$ cat src/rtl/interrupt_request_latch_8.sv
// 8-line interrupt request latch: captures edge/level requests into a pending
// vector and issues the lowest-index unmasked one through a valid/ack handshake.

module irl_bit_cell #(
  parameter bit EDGE_MODE = 1'b1
) (
  input  logic Clk_In,
  input  logic Reset_In,
  input  logic req_i,
  input  logic clear_i,
  output logic pending_o,
  output logic ovf_o
);
  logic prev_q, pend_q, pend_d, cap;

  // Reset loads prev from the line so a request already high yields no edge.
  assign cap    = EDGE_MODE ? (req_i & ~prev_q) : req_i;
  assign pend_d = cap | (pend_q & ~clear_i);
  assign ovf_o  = EDGE_MODE ? (cap & pend_q & ~clear_i) : 1'b0;

  always_ff @(posedge Clk_In) begin
    if (Reset_In) begin
      prev_q <= req_i;
      pend_q <= 1'b0;
    end else begin
      prev_q <= req_i;
      pend_q <= pend_d;
    end
  end

  assign pending_o = pend_q;
endmodule

module interrupt_request_latch_8 #(
  parameter bit EDGE_MODE = 1'b1
) (
  input  logic       Clk_In,
  input  logic       Reset_In,
  input  logic       Enable_In,
  input  logic [7:0] Req_In,
  input  logic [7:0] Mask_In,
  input  logic       Ack_In,
  output logic [7:0] Pending_Out,
  output logic       Valid_Out,
  output logic [2:0] Index_Out,
  output logic       Overflow_Out
);
  typedef enum logic {IDLE = 1'b0, ISSUE = 1'b1} state_e;

  state_e     state_q, state_d;
  logic [2:0] idx_q, idx_d, winner;
  logic       ovf_q, ovf_d;
  logic [7:0] sel, clear, ovf_bit;

  for (genvar i = 0; i < 8; i++) begin : g_bit
    assign clear[i] = (state_q == ISSUE) & Ack_In & (idx_q == 3'(i));
    irl_bit_cell #(.EDGE_MODE(EDGE_MODE)) u_cell (
      .Clk_In   (Clk_In),
      .Reset_In (Reset_In),
      .req_i    (Req_In[i]),
      .clear_i  (clear[i]),
      .pending_o(Pending_Out[i]),
      .ovf_o    (ovf_bit[i])
    );
  end

  assign sel = Pending_Out & ~Mask_In;

  // Scan high to low so the lowest set index is the last one written.
  always_comb begin
    winner = 3'd0;
    for (int i = 7; i >= 0; i--)
      if (sel[i]) winner = 3'(i);
  end

  always_comb begin
    state_d = state_q;
    idx_d   = idx_q;
    ovf_d   = ovf_q | (|ovf_bit);
    case (state_q)
      IDLE: if (Enable_In && (|sel)) begin
        idx_d   = winner;
        state_d = ISSUE;
      end
      ISSUE: if (Ack_In) state_d = IDLE;
      default: state_d = IDLE;
    endcase
  end

  always_ff @(posedge Clk_In) begin
    if (Reset_In) begin
      state_q <= IDLE;
      idx_q   <= 3'd0;
      ovf_q   <= 1'b0;
    end else begin
      state_q <= state_d;
      idx_q   <= idx_d;
      ovf_q   <= ovf_d;
    end
  end

  assign Valid_Out    = (state_q == ISSUE);
  assign Index_Out    = idx_q;
  assign Overflow_Out = ovf_q;
endmodule
$ cat config.mk
export PLATFORM = sky130hd
export DESIGN_NAME = interrupt_request_latch_8
export DESIGN_NICKNAME = d
export VERILOG_FILES = /design/src/rtl/interrupt_request_latch_8.sv
export SDC_FILE = /design/constraint.sdc
export NUM_CORES = 1
export LEC_CHECK = 0
export ABC_AREA = 1
export CAP_MARGIN = 20
export CORE_ASPECT_RATIO = 1.1
export CORE_MARGIN = 3
export CORE_UTILIZATION = 48
export DETAILED_ROUTE_END_ITERATION = 6
export PLACE_DENSITY = 0.83
export SYNTH_ARGS = -nofsm -noshare
export SYNTH_HDL_FRONTEND = slang
export SYNTH_SLANG_ARGS = --single-unit
$ cat constraint.sdc
create_clock -name Clk_In -period 1.7 [get_ports Clk_In]
set_input_delay 0.51 -clock Clk_In [delete_from_list [all_inputs] [get_ports Clk_In]]
set_output_delay 0.51 -clock Clk_In [all_outputs]
set_load 0.03 [all_outputs]
# Yosys cells after proc, flatten, opt, wreduce, memory -nomap -nowiden
# Index checks and enable logic that the tools add are counted.
[classes]
n_eq_ne = 7
muxes = 11
bitwise = 69
n_reduce_logical = 5
[ops]
columns = ["operator", "count"]
rows = [
  ["AND 1 bit", 41],
  ["two-way mux 3 bit", 8],
  ["NOT 1 bit", 17],
  ["OR reduction 8 bit", 2],
  ["equality test 3 bit (second input constant)", 4],
  ["bitwise OR 1 bit", 9],
  ["AND 8 bit", 1],
  ["NOT 8 bit", 1],
  ["equality test 3 x 2 -> 1 bit (second input constant)", 2],
  ["equality test 3 x 1 -> 1 bit (second input constant)", 1],
  ["zero test 3 bit", 1],
  ["two-way mux 1 bit", 2],
  ["case mux 1 bit (2 select lines)", 1],
  ["AND reduction 2 bit", 1],
  ["logical AND 1 bit", 1],
]
[totals]
regBits = 21
inputBits = 20
out_inout_bits = 13
word_cells = 111

# Logic depth before layout (Yosys ltp)
# Gate-level depths: netlist of the first run.
[depth]
ltp_word = 10
mapped_depth = 10
mapped_depth_nobuf = 10

# Modules after synthesis
# From an unflattened synthesis of the first run, not the netlist that was laid out.
[unflattened]
hier_cells = 142
hier_area_um2 = 996.0
[by_module_without_submodules]
columns = ["mod", "n_inst", "cells_per_inst", "area_per_inst_um2", "seq_area_each_um2"]
rows = [
  ["irl_bit_cell", 8, 8, 70.1, 40.0],
  ["interrupt_request_latch_8", 1, 78, 435.4, 100.1],
]

# Worst setup path before layout of the first run
# No wires, ideal clock.
[synth_path]
kind = "reg-to-reg"
startpoint = "register state_q (netlist: Valid_Out)"
endpoint = "register ovf_q (netlist: Overflow_Out)"
setup_time_ns = 0.134
arrival_ns = 1.122
required_ns = 1.566
slack_ns = 0.445
path_stages_with_launch = 8
n_path_buf = 0
synth_period_minus_slack_ns = 1.255
cell_sequence = "dfxtp_1 nand2_1 nor2_2 nand2_1 nand3_1 nand3_1 nor2_1 a21oi_1"
[synth_between]
elab_chain_len = 6
elab_cells_between_ends = 27
classes_between = "26 x bitwise; 1 x reduce/logical"
[synth_lines]
columns = ["element", "line_no", "text"]
rows = [
  ["from (decl)", "50", "state_e state_q, state_d;"],
  ["from (signal assigned)", "96", "state_q <= state_d;"],
  ["AND 1 bit (*)", "56", "assign clear[i] = (state_q == ISSUE) & Ack_In & (idx_q == 3'(i));"],
  ["AND 1 bit", "56", ""],
  ["NOT 1 bit", "19", "assign ovf_o = EDGE_MODE ? (cap & pend_q & ~clear_i) : 1'b0;"],
  ["AND 1 bit", "19", ""],
  ["OR reduction 8 bit (*)", "79", "ovf_d = ovf_q | (|ovf_bit);"],
  ["bitwise OR 1 bit (*)", "79", ""],
  ["to (signal assigned)", "98", "ovf_q <= ovf_d;"],
  ["to (decl)", "52", "logic ovf_q, ovf_d;"],
]
# Every way passes the cells marked *; elsewhere a longest branch is shown, timed or not.
# A chain may end at the register's enable or synchronous reset.

# Final worst setup path of the first run
[layout_path]
startpoint = "register g_bit[4].u_cell.pend_q"
endpoint = "output port Pending_Out[4]"
[layout_rtl]
columns = ["element", "line_no", "text"]
rows = [
  ["from (decl)", "14", "logic prev_q, pend_q, pend_d, cap;"],
  ["from (signal assigned)", "27", "pend_q <= pend_d;"],
  ["to (decl)", "43", "output logic [7:0] Pending_Out,"],
]
# No word-level cell between the ends.

==> flow_summary.yaml, run 1 <==
status:
  outcome: "finished clean"
worst_setup_path:
  critPathLaunchType: "register"
  crit_required_ns: 1.19
  cpMaxStageDelayCell: "dlygate4sd2_1"
  worstReg2RegEnd: "Overflow_Out"
  critical_path.top_delay_family: "buffers and inverters"
  slowest_delay_ns: 0.42
  endpoint_kind: "output pin"
  rrSetupSlack_ns: 0.55
  worstReg2RegStart: "Index_Out[0]"
  critPathBufInv: 1
  worstPathCellList: "dlygate4sd2_1"
  worstPathMaxFanout: 4
  worstSetupPathType: "register to output pin"
  reg2regPathDepth: 7
  crit_arrival_ns: 1.13
finish:
  layout_commonest_cell: "nand2_1"
  final_cell_mix: "nand2_1 (44), inv_1 (23), dfxtp_1 (21)"
  final_area_um2: 1340
  area_growth_pct: 34.3
  nets: 198
  final_cells: 204
  drive_above_1_share_pct: 13.0
  n_antenna_cell: 0
min_path:
  whs_path_depth: 2
  hold_path_class: "register to register"
  worstHoldEndpoint: "g_bit[3].u_cell.pending_o"
  min_from: "g_bit[3].u_cell.pending_o"
logic_synthesis:
  ys_types: 17
  synthCells: 145
  synth-seq-cells: 21
  postSynthAreaPerCell_um2: 6.86
  yosys.area.top_type: "dfxtp_1"
  yosysWarnings: 0
  netlist_top_cells_area: "dfxtp_1 (42%), nand2_1 (17%), inv_1 (8.7%), a21oi_1 (6.0%), buf_4 (6.0%)"
  synth_seq_area_share_pct: 42.3
  synth_top_area_share_pct: 42.3
  syn_area_um2: 995
  synth_nets: 165
detailed_routing:
  dr.pass1.iters: 4
  dr.max_layer_used: "met4"
  ant_nets: 0
  routedWlPerCell_um: 11.3
  dr_wl_met3_um: 115
  via_per_inst: 4.73
  drc: 0
  drt-met1-wl_um: 939
  vias: 964
  routed_wl_mm: 2.30
  wl_met2_mm: 1.20
  drt_iter0_drc: 8
grt:
  grt_pass1_wl_mm: 3.88
  grtUsageTotal_pct: 19.5
  antenna_found_initial: 0
  grt_pass1_vias: 887
  grt_max_degree: 13
  grt_overflow: 0
sta:
  slew_headroom_pct: 79.1
  rsz0062_at_grt: "false"
  setup-tns-final_ns: 0
  fin_crit_ns: 1.64
  fin_crit_sh_pct: 96.5
  worst_pin_slew_ns: 0.314
  slew_violations: 0
  fmaxAchievable_ghz: 0.610
  setup_ws_ns: 0.0600
  finalSetupViolations: 0
  clock_skew_ns: 0.0131
  hold_viol: 0
placed_design:
  portBuffers: 32
  dpl.hpwl_mm: 1.86
  place_ws_ns: -0.0865
  place.gp.congestion: 0.878
  dpl-instance-area_um2: 1320
  numPlacedInstances: 200
clocking:
  cts_buffer_depth: 2
  clk_root_buffer_cell: "clkbuf_4"
  cts.sinks: 21
  clk_latency_ns: 0.31
  cts_tree: "built"
  path_clk_slew_ns: 0.13
  post_cts_buffers: 0
  cts_max_level: 1
  cts_resized: 13
  ctsHoldBuffers: 0
  cts_buffers: 3
pwr:
  irDropWorstVdd_v: 0.000613
  p_per_area_nw_per_um2: 804
  p_total_uw: 1070
  p_leak_uw: 0.000689
die:
  start_util_pct: 53.4
  design.die.area_um2: 2660
  placementRows: 16
  pin_count: 33
  design.core.area_um2: 1860
  fp.dieW_um: 49.4
  die_h_um: 53.7
run:
  maxCapViolCount: 0
-- power by group --
part	total (uW)	internal (uW)	leakage [uW]	switching, uW
Combinational	274	118	0.000496	156
Clock	245	88.0	0.0000177	157
Sequential	554	529	0.000175	25.2
Total	1070	735	0.000689	339
-- layer usage --
layer / track usage, % / vias to the layer above
li1: - / 500
met5: 0 / -
met1: 20.2 / 432
met2: 38.4 / 27
met4: 8.29 / 0
met3: 4.16 / 5
-- worst max path at each step --
stage | start | end | cells after the start | slack, ns
final | g_bit[4].u_cell.pending_o | Pending_Out[4] | 1 | 0.06
after global routing | g_bit[5].u_cell.pending_o | Pending_Out[5] | 1 | 0.003
after global placement | Ack_In | Overflow_Out | 8 | -0.07
after detailed placement | Ack_In | Overflow_Out | 8 | -0.09
after CTS | g_bit[6].u_cell.pending_o | Pending_Out[6] | 1 | 0.05
after floorplan | Valid_Out | Overflow_Out | 7 | 0.44
-- state kept, by name (all words and copies together), names as in the netlist --
name                    flops
g_bit.u_cell.prev_q         8
Overflow_Out                1
Valid_Out                   1
g_bit.u_cell.pending_o      8
Index_Out                   3
-- cell families after synthesis --
| logic type | after synthesis | share of synthesized area, % |
|---|---|---|
| AO/OA/AOI/OAI | 16 | 8.93 |
| buffers and inverters | 33 | 15.5 |
| flip-flops | 21 | 42.3 |
| AND/OR/NAND/NOR | 75 | 33.3 |
-- per-stage QoR --
stage          hold WS (ns)  utilization (%)
4_1_cts               0.503             71.6
5_1_grt               0.517             71.8
6_report              0.505             71.8
3_3_place_gp          0.480             71.0
3_5_place_dp          0.488             71.0
2_1_floorplan         0.465                -
-- Yosys cell counts --
cell      number
nand4_1        5
inv_2          1
nand3_1        3
nand2_2        6
nand2_1       44
clkbuf_1       1
o21bai_1       2
a21oi_2        1
nor2_2         4
nor2_1        11
inv_1         23
buf_4          8
a21oi_1       12
nand3_2        1
dfxtp_1       21
o21ai_0        1
or2_2          1
-- cell type report --
class,count,area (um2)
Clock buffer,3,22.5
Multi-Input combinational cell,91,420
Inverter,24,90.1
Clock inverter,1,5.00
Fill cell,182,526
Timing Repair Buffer,37,344
Tap cell,27,33.8
Sequential cell,21,420
Note: power is estimated with default switching activity, not from simulation.
==> run 2, diff against run 1 <==
--- a/config.mk
+++ b/config.mk
@@ -12,6 +12,7 @@
 export CORE_UTILIZATION = 48
 export DETAILED_ROUTE_END_ITERATION = 6
 export PLACE_DENSITY = 0.83
+export SETUP_SLACK_MARGIN = 0.2
 export SYNTH_ARGS = -nofsm -noshare
 export SYNTH_HDL_FRONTEND = slang
 export SYNTH_SLANG_ARGS = --single-unit
==> run 2 against run 1 <==
  * Total power up 0.34%
  * Setup slack better by 0.18 ns
  * Global-route usage unchanged
  * Flip-flop and latch count unchanged
  * Sequential share of layout area up 0.63 points
  * Worst hold slack worse by 0.0022 ns
  * Fmax up 12%
  * Highest routed layer unchanged
  * Register-to-register slack about the same
  * Cell area down 2.0%
  * Largest power group unchanged
  * Critical path type unchanged
==> flow_summary.yaml, run 2 (synthesized netlist as in run 1, its figures left out) <==
grt:
  grt_pass1_vias: 883
  grt_overflow: 0
  grtUsageTotal_pct: 19.5
  grt_max_degree: 13
  antenna_found_initial: 0
  grt_pass1_wl_mm: 3.89
detailed_routing:
  routed_wl_mm: 2.32
  dr.pass1.iters: 4
  routedWlPerCell_um: 11.3
  vias: 959
  drt_iter0_drc: 8
  via_per_inst: 4.68
  ant_nets: 0
  drc: 0
finish:
  area_growth_pct: 31.7
  final_cells: 205
  final_cell_mix: "nand2_1 (43), inv_1 (23), dfxtp_1 (21)"
  layout_commonest_cell: "nand2_1"
  n_antenna_cell: 0
  nFillCells: 175
  drive_above_1_share_pct: 21.3
  nets: 199
pwr:
  combPwrFrac_pct: 25.8
  irDropWorstVdd_v: 0.000617
  p_per_area_nw_per_um2: 823
  seqPwrFrac_pct: 51.5
  p_leak_uw: 0.000673
  switching_share_pct: 32.0
  p_int_uw: 733
  p_sw_uw: 344
  p_clk_share_pct: 22.7
min_path:
  worstHoldEndpoint: "g_bit[3].u_cell.pending_o"
  hold_path_class: "register to register"
  min_from: "g_bit[3].u_cell.pending_o"
  whs_path_depth: 2
worst_setup_path:
  reg2regPathDepth: 7
  endpoint_kind: "output pin"
  critical_path.top_delay_family: "flip-flops"
  worstPathMaxFanout: 3
  crit_arrival_ns: 0.95
  cpMaxStageDelayCell: "dfxtp_1"
  crit_required_ns: 1.19
  critPathBufInv: 1
  worstReg2RegStart: "Index_Out[2]"
  rrSetupSlack_ns: 0.55
  critPathLaunchType: "register"
  slowest_delay_ns: 0.42
  worstSetupPathType: "register to output pin"
  worstPathCellList: "buf_2"
  worstReg2RegEnd: "Overflow_Out"
die:
  die_h_um: 53.7
  start_util_pct: 53.4
  design.core.area_um2: 1860
  placementRows: 16
  design.die.area_um2: 2660
  fp.dieW_um: 49.4
  pin_count: 33
sta:
  slew_violations: 0
  holdWs_ns: 0.503
  slew_headroom_pct: 87.1
  fin_crit_ns: 1.46
  clock_skew_ns: 0.0140
  hold_viol: 0
  fmaxAchievable_ghz: 0.684
  finalSetupViolations: 0
  rsz0062_at_grt: "true"
  worst_pin_slew_ns: 0.192
  fin_crit_sh_pct: 86.0
placed_design:
  place.gp.congestion: 0.878
  numPlacedInstances: 200
  dpl.hpwl_mm: 1.86
  portBuffers: 32
clocking:
  cts_max_level: 1
  cts_buffers: 3
  cts_tree: "built"
  cts.sinks: 21
  clk_latency_ns: 0.31
  cts_buffer_depth: 2
  ctsHoldBuffers: 0
  path_clk_slew_ns: 0.13
  clk_root_buffer_cell: "clkbuf_4"
status:
  outcome: "finished clean"
run:
  maxCapViolCount: 0
-- run 2: changes by cell type in the layout (fill, tap and decap cells not counted) --
| cell | change |
|---|---|
| nor2_4 | +3 |
| buf_2 | +13 |
| dlygate4sd2_1 | -11 |
| clkdlybuf4s15_1 | -2 |
| nor2_2 | -3 |
| buf_4 | +1 |
| nand2_1 | -1 |
| nand2_2 | +1 |
-- run 2: area by class of cell --
class                      count  area, um2  area share (%)
multi-input combinational     91        438            33.4
sequential                    21        420            32.1
timing repair buffer          38        300            22.9
inverter                      24       90.1            6.88
tap                           27       33.8            2.58
clock buffer                   3       22.5            1.72
clock inverter                 1       5.00           0.382
-- run 2: how the worst max path moves through the flow --
stage | depth (start not counted) | slack, ns | startpoint | end
2_1_floorplan | 7 | 0.44 | Valid_Out | Overflow_Out
3_3_place_gp | 8 | -0.07 | Ack_In | Overflow_Out
3_5_place_dp | 8 | -0.09 | Ack_In | Overflow_Out
4_1_cts | 1 | 0.15 | g_bit[6].u_cell.pending_o | Pending_Out[6]
5_1_grt | 8 | 0.18 | Ack_In | Overflow_Out
6_report | 1 | 0.24 | Index_Out[2] | Index_Out[2]
-- run 2: timing repair --
| item | CTS | global route |
|---|---|---|
| setup buffers | 0 | 1 |
| setup endpoints to repair | 13 | 7 |
| resized for setup | 55 | 14 |
-- run 2: per-layer routing --
layer | part of all wire (%) | up-vias | GRT usage, %
met2 | 53 | 21 | 38.6
met3 | 4.5 | 5 | 4.16
met4 | 1.8 | 0 | 8.29
li1 | - | 501 | -
met5 | 0 | - | 0
met1 | 41 | 432 | 20.1
-- run 2: metrics by stage --
stage                     power (uW)  utilization, %  setup TNS (ns)  setup slack (ns)  cell area, um2
after floorplan                  741               -               0             0.445             995
after global placement           852            71.0         -0.0799           -0.0696            1320
after detailed placement         859            71.0          -0.112           -0.0865            1320
after CTS                       1080            70.7               0             0.147            1320
after global routing            1140            70.4               0             0.179            1310
final                           1080            70.4               0             0.238            1310
-- run 2: power groups by stage --
stage | sequential [uW] | clock (uW) | combinational [uW]
after CTS | 555 | 247 | 276
after global placement | 565 | 0 | 287
after global routing | 561 | 275 | 305
final | 555 | 245 | 277
after detailed placement | 567 | 0 | 292
after floorplan | 590 | 0 | 151
